$ cat src/rtl/ptp_cap_pkg.sv
// ptp_cap_pkg: shared state encoding, eop byte-enable decode and drop counter limit
package ptp_cap_pkg;
  typedef enum logic [2:0] {IDLE, CAPTURE, COMMIT, HOLD, DROP} state_t;
  localparam logic [15:0] DROP_MAX = 16'hFFFF;
  function automatic logic [3:0] empty_be(input logic [1:0] empty);
    return 4'b1111 << empty;
  endfunction
endpackage

$ cat src/rtl/ptp_rx_capture.sv
// ptp_rx_capture: writes one Avalon-ST frame into a byte-enabled RAM, holds it for host reads, drops oversize frames
module ptp_rx_capture
  import ptp_cap_pkg::*;
#(
  parameter int ADDR_W = 9,
  parameter int RD_LAT = 2
) (
  input  logic              clock,
  input  logic              reset,
  input  logic [31:0]       in_data,
  input  logic              in_valid,
  input  logic              in_sop,
  input  logic              in_eop,
  input  logic [1:0]        in_empty,
  output logic              in_ready,
  output logic [31:0]       ram_data,
  output logic [ADDR_W-1:0] ram_address,
  output logic              ram_wren,
  output logic [3:0]        ram_byteena,
  input  logic [31:0]       ram_q,
  output logic              frame_ready,
  output logic [ADDR_W+2:0] frame_len,
  input  logic              rd_req,
  input  logic [ADDR_W-1:0] rd_addr,
  output logic [31:0]       rd_data,
  output logic              rd_valid,
  input  logic              frame_release,
  output logic [15:0]       drop_count
);
  state_t state, state_nx;
  logic [ADDR_W:0] wr_ptr;
  logic [ADDR_W-1:0] wr_addr;
  logic [1:0] last_empty;
  logic [RD_LAT-1:0] rd_pipe;
  logic acc, start, ovf, wr, drop_inc, ready_d;
  assign acc = in_valid & in_ready;
  assign start = acc & in_sop;
  // wr_ptr carries one extra bit so a full 2**ADDR_W-word frame is still legal
  assign ovf = acc & ~in_sop & (state == CAPTURE) & wr_ptr[ADDR_W];
  assign wr = start | (acc & (state == CAPTURE) & ~ovf);
  assign drop_inc = (start & (state == CAPTURE)) | ovf;
  always_ff @(posedge clock or posedge reset)
    if (reset) state <= IDLE;
    else state <= state_nx;
  always_comb begin
    state_nx = state;
    if (start) state_nx = in_eop ? COMMIT : CAPTURE;
    else
      case (state)
        CAPTURE: state_nx = ovf ? (in_eop ? IDLE : DROP) : (acc & in_eop) ? COMMIT : CAPTURE;
        COMMIT:  state_nx = HOLD;
        HOLD:    state_nx = frame_release ? IDLE : HOLD;
        DROP:    state_nx = (acc & in_eop) ? IDLE : DROP;
        default: state_nx = state;
      endcase
  end
  always_comb begin
    ready_d = (state_nx == IDLE) | (state_nx == CAPTURE) | (state_nx == DROP);
    frame_ready = state == HOLD;
    ram_address = frame_ready ? rd_addr : wr_addr;
    rd_valid = rd_pipe[RD_LAT-1];
    rd_data = rd_valid ? ram_q : '0;
  end
  always_ff @(posedge clock or posedge reset)
    if (reset) begin
      in_ready <= 1'b0;
      ram_wren <= 1'b0;
      wr_addr <= '0;
      ram_data <= '0;
      ram_byteena <= '0;
      wr_ptr <= '0;
      last_empty <= '0;
      frame_len <= '0;
      drop_count <= '0;
      rd_pipe <= '0;
    end else begin
      in_ready <= ready_d;
      ram_wren <= wr;
      if (wr) begin
        wr_addr <= start ? '0 : wr_ptr[ADDR_W-1:0];
        ram_data <= in_data;
        ram_byteena <= in_eop ? empty_be(in_empty) : 4'b1111;
        wr_ptr <= start ? (ADDR_W+1)'(1) : wr_ptr + 1'b1;
        if (in_eop) last_empty <= in_empty;
      end
      if (state == COMMIT) frame_len <= {wr_ptr, 2'b00} - (ADDR_W+3)'(last_empty);
      if (drop_inc && drop_count != DROP_MAX) drop_count <= drop_count + 1'b1;
      rd_pipe <= (rd_pipe << 1) | RD_LAT'(rd_req & frame_ready);
    end
endmodule

$ cat config.mk
export PLATFORM = sky130hd
export DESIGN_NAME = ptp_rx_capture
export DESIGN_NICKNAME = d
export VERILOG_FILES = /design/src/rtl/ptp_cap_pkg.sv /design/src/rtl/ptp_rx_capture.sv
export SDC_FILE = /design/constraint.sdc
export NUM_CORES = 1
export LEC_CHECK = 0
export ABC_AREA = 1
export CAP_MARGIN = 40
export CORE_MARGIN = 3
export CORE_UTILIZATION = 45
export DETAILED_ROUTE_END_ITERATION = 12
export PLACE_DENSITY = 0.83
export SLEW_MARGIN = 40
export SYNTH_ARGS = -nofsm -noshare
export SYNTH_HDL_FRONTEND = slang
export SYNTH_SLANG_ARGS = --single-unit
$ cat constraint.sdc
create_clock -name clock -period 8.7 [get_ports clock]
set_input_delay 1.74 -clock clock [delete_from_list [all_inputs] [get_ports clock]]
set_output_delay 1.74 -clock clock [all_outputs]
set_load 0.05 [all_outputs]
==> flow_metrics.env <==
export IMPL_global_route_total_usage_across_every_layer_pct=23.0
export IMPL_overflow=0
export IMPL_syn_to_final_growth_pct=44.6
export IMPL_cts_max_level=3
export IMPL_clock_sink_count=92
export IMPL_worst_ep_arrival_time_ns=3.20
export IMPL_maximum_number_of_pins_on_one_net_before_global_route_repair=67
export IMPL_final_util_pct=68.5
export IMPL_tritoncts_clock_tree="yes"
export IMPL_max_vdd_ir_drop_mv=0.0662
export IMPL_ys_seq_elements=92
export IMPL_design_final_nets=881
export IMPL_start_util_pct=47.4
export IMPL_clock_power_share_pct=38.5
export IMPL_die_area_um2=11800
export IMPL_critical_path_endpoint_type="output port"
export IMPL_drt_wirelength_per_cell_um=14.7
export IMPL_cts_root_buf="sky130_fd_sc_hd__clkbuf_8"
export IMPL_post_drt_via_cell_ratio=4.97
export IMPL_antenna_found_initial=0
export IMPL_synth_distinct_cells=38
export IMPL_worst_slew_pin_transition_ns=0.705
export IMPL_crit_cells=4
export IMPL_post_cts_repair_setup_buffers=0
export IMPL_finalWorstPathRequiredPeriod_ns=4.94
export IMPL_insertedDiodeCount=0
export IMPL_crit_buf_inv=3
export IMPL_rrSetupSlack_ns=5.87
export IMPL_path_cells="clkdlybuf4s50_1 > nand2_1 > inv_1 > clkdlybuf4s50_1"
export IMPL_routed_wire_length_um=13700
export IMPL_worst_slew_margin_rel_pct=52.9
export IMPL_rsz0062_at_grt="false"
export IMPL_core_rowCount=36
export IMPL_report_final_setup_viol=0
export IMPL_p_switching_mw=0.165
export IMPL_num_io_pins=191
export IMPL_cp_slowest_stage_delay_ns=0.87
export IMPL_placeableCoreArea_um2=10000
export IMPL_post_synth_cell_area_avg_um2=7.71
export IMPL_place_congestion=0.838
export IMPL_multiInputGateArea_um2=2000
export IMPL_worst_r2r_path_depth=7
export IMPL_worst_setup_path_startpoint="ram_q[28]"
export IMPL_timing_critical_path_to="rd_data[28]"
export IMPL_ff_latch_area_um2=2300
export IMPL_dr_total_vias=4636
export IMPL_final_period_utilization_pct=56.8
export IMPL_worst_clock_skew_ns=0.0102
export IMPL_cpMostUsedCell="sky130_fd_sc_hd__clkdlybuf4s50_1"
export IMPL_critPathRequiredTime_ns=6.96
export IMPL_power_report_internal_total_mw=0.607
export IMPL_worst_skew_pair_late_latency_ns=0.36
export IMPL_seq_power_share_pct=55.3
export IMPL_swShare_pct=21.4
export IMPL_criticalPathCategory="input port to output port"
export IMPL_grt_pass1_wl_um=21500
export IMPL_drt_pass1_iterations=4
export IMPL_clk_path_buf_depth=2
export IMPL_post_synth_inst_count=617
export IMPL_drt_iter0_drc=248
export IMPL_route_antenna_remaining_nets=0
export IMPL_cap_viol_max_count=0
export IMPL_die_span_y_um=109
export IMPL_final_non_filler_cell_total=933
export IMPL_p_leak_nw=3.50
export IMPL_clock_fmax_mhz=202
export IMPL_outcome="finished clean"
export IMPL_final_hold_violation_count=0
export IMPL_clkTransAtPathRegs_ns=0.09
export IMPL_mappedNetlistArea_um2=4760
export IMPL_detailed_place_hpwl_um=10400
export IMPL_maxSlewViolCount=0
export IMPL_path_max_fanout=1
export IMPL_pwr_density_cell_nw_per_um2=112
export IMPL_postCtsHoldBufs=0
export IMPL_hold_class="flop to flop"
export IMPL_number_of_buffers_inserted_during_clock_tree_synthesis=9
export IMPL_port_buffers=190
export IMPL_tns_ns=0
export IMPL_vias_in_the_first_global_route=4545
export IMPL_synth_warning_count=0
export IMPL_synth_seq_area_share_pct=48.4
export IMPL_die_x_um=109
export IMPL_critical_path_top_delay_family="buffers and inverters"
export IMPL_mappedNetlistNets=703
export IMPL_r2r_end="wr_addr[7]"
export IMPL_r2r_start="in_ready"
export IMPL_route_detailed_drc=0
export IMPL_crit_path_top_delay_cell="sky130_fd_sc_hd__clkdlybuf4s50_1"
export IMPL_cts_repair_resized=0
export IMPL_fillers=814
export IMPL_worstSetupStartpointType="input port"
export IMPL_dp_cells=917
export IMPL_comb_power_share_pct=6.2
export IMPL_post_route_cells_drive_above_1_share_pct=5.25
[worst min path at each step]
stage                  to  depth (start not counted)        from  slack (ns)
2_1_floorplan  rd_pipe[1]                          0  rd_pipe[0]        0.33
5_1_grt        rd_pipe[1]                          0  rd_pipe[0]        0.38
3_5_place_dp   rd_pipe[1]                          0  rd_pipe[0]        0.35
4_1_cts        rd_pipe[1]                          0  rd_pipe[0]        0.37
6_report       rd_pipe[1]                          0  rd_pipe[0]        0.37
3_3_place_gp   rd_pipe[1]                          0  rd_pipe[0]        0.33
[cells by family (layout without fill, tap and decap cells)]
logic type      after synthesis  count (layout)  synth area share (%)
fa+ha+maj                     4               4                  1.05
flops                        92              92                  48.4
compound gates               51              51                  6.52
simple gates                350             350                  30.8
xor+xnor                     20              20                  3.68
buf+inv                     100             283                  9.55
[through the flow]
step                instance area, um2  hold WS, ns  setup WS (ns)  power (mW)
global placement                  6670        0.335           3.72       0.484
finish                            6880        0.375           3.76       0.773
detailed placement                6670        0.346           3.74       0.484
CTS                               6870        0.367           3.73       0.777
floorplan                         4760        0.331           4.57       0.443
global route                      6880        0.384           3.70       0.800
[cells in the final DEF (no fill, tap or decap), types with 2 or more instances in the layout]
master,n
sky130_fd_sc_hd__dfrtp_1,91
sky130_fd_sc_hd__o21ai_1,10
sky130_fd_sc_hd__xnor2_1,4
sky130_fd_sc_hd__nor2_2,4
sky130_fd_sc_hd__inv_1,69
sky130_fd_sc_hd__or2_2,2
sky130_fd_sc_hd__nor3b_1,2
sky130_fd_sc_hd__inv_2,4
sky130_fd_sc_hd__nand3_1,23
sky130_fd_sc_hd__o31ai_1,11
sky130_fd_sc_hd__nand2_1,263
sky130_fd_sc_hd__clkdlybuf4s50_1,190
sky130_fd_sc_hd__xor2_1,16
sky130_fd_sc_hd__ha_1,4
sky130_fd_sc_hd__clkinv_2,3
sky130_fd_sc_hd__o21a_1,2
sky130_fd_sc_hd__nand3_2,3
sky130_fd_sc_hd__clkbuf_8,11
sky130_fd_sc_hd__nor2_1,28
sky130_fd_sc_hd__o21ai_0,20
sky130_fd_sc_hd__nor3_1,8
sky130_fd_sc_hd__nand4_1,10
sky130_fd_sc_hd__o21ai_2,2
sky130_fd_sc_hd__nand2_4,3
[sequential cells by signal, indices dropped and copies added, names as in the netlist, 3 cells and up]
signal and flops:
wr_ptr 10, drop_count 16, ram_data 32, ram_byteena 4, state 3, wr_addr 9
frame_len 12
[Yosys cell counts]
master | number | area (um2)
sky130_fd_sc_hd__a21oi_1 | 1 | 5.00
sky130_fd_sc_hd__a21oi_2 | 1 | 8.76
sky130_fd_sc_hd__a31oi_1 | 1 | 6.26
sky130_fd_sc_hd__buf_2 | 10 | 50.1
sky130_fd_sc_hd__buf_4 | 2 | 15.0
sky130_fd_sc_hd__buf_6 | 6 | 67.6
sky130_fd_sc_hd__buf_8 | 1 | 15.0
sky130_fd_sc_hd__clkbuf_1 | 5 | 18.8
sky130_fd_sc_hd__clkinv_1 | 1 | 3.75
sky130_fd_sc_hd__dfrtp_1 | 92 | 2300
sky130_fd_sc_hd__ha_1 | 4 | 50.1
sky130_fd_sc_hd__inv_1 | 70 | 263
sky130_fd_sc_hd__inv_2 | 4 | 15.0
sky130_fd_sc_hd__inv_4 | 1 | 6.26
sky130_fd_sc_hd__nand2_1 | 263 | 987
sky130_fd_sc_hd__nand2_2 | 1 | 6.26
sky130_fd_sc_hd__nand2_4 | 3 | 33.8
sky130_fd_sc_hd__nand3_1 | 23 | 115
sky130_fd_sc_hd__nand3_2 | 3 | 30.0
sky130_fd_sc_hd__nand3b_1 | 1 | 7.51
sky130_fd_sc_hd__nand4_1 | 10 | 62.6
sky130_fd_sc_hd__nor2_1 | 29 | 109
sky130_fd_sc_hd__nor2_2 | 3 | 18.8
sky130_fd_sc_hd__nor2_4 | 1 | 11.3
sky130_fd_sc_hd__nor3_1 | 8 | 40.0
sky130_fd_sc_hd__nor3_4 | 1 | 16.3
sky130_fd_sc_hd__nor3b_1 | 2 | 15.0
sky130_fd_sc_hd__o211ai_1 | 1 | 7.51
sky130_fd_sc_hd__o21a_1 | 2 | 15.0
sky130_fd_sc_hd__o21a_2 | 1 | 8.76
sky130_fd_sc_hd__o21ai_0 | 20 | 100
sky130_fd_sc_hd__o21ai_1 | 10 | 50.1
sky130_fd_sc_hd__o21ai_2 | 2 | 17.5
sky130_fd_sc_hd__o22a_1 | 1 | 8.76
sky130_fd_sc_hd__o31ai_1 | 11 | 82.6
sky130_fd_sc_hd__or2_2 | 2 | 12.5
sky130_fd_sc_hd__xnor2_1 | 4 | 35.0
sky130_fd_sc_hd__xor2_1 | 16 | 140
[power by group through the flow]
stage	clock network, mW	logic, mW	registers (mW)
finish	0.297	0.0483	0.427
global route	0.321	0.0524	0.427
CTS	0.300	0.0491	0.427
detailed placement	0	0.0487	0.436
global placement	0	0.0478	0.436
floorplan	0	0.00759	0.436
[metal layers]
layer	GRT usage, %	vias to the layer above	share of wire [%]
met5	0	-	0
met2	38.7	202	48
met1	27.3	2137	39
met3	6.22	37	8.6
li1	-	2260	-
met4	11.3	0	4.5
[worst register-to-register path: stages, from the launching register on]
cell,delay (ns)
sky130_fd_sc_hd__dfrtp_1,0.37
sky130_fd_sc_hd__nand2_1,0.15
sky130_fd_sc_hd__nor2_2,0.48
sky130_fd_sc_hd__inv_1,0.39
sky130_fd_sc_hd__nand2_4,0.57
sky130_fd_sc_hd__inv_2,0.47
sky130_fd_sc_hd__nand2_1,0.18
sky130_fd_sc_hd__o31ai_1,0.08
[layout make-up]
type,instances,share of cell area [%]
flip-flops and latches,92,33.5
multi-input cells,425,29.1
repair buffers,191,27.8
inverters,76,4.20
well taps,133,2.42
clock buffers,12,2.26
clock inverters,4,0.691
Power figures use the tool's default switching activity.
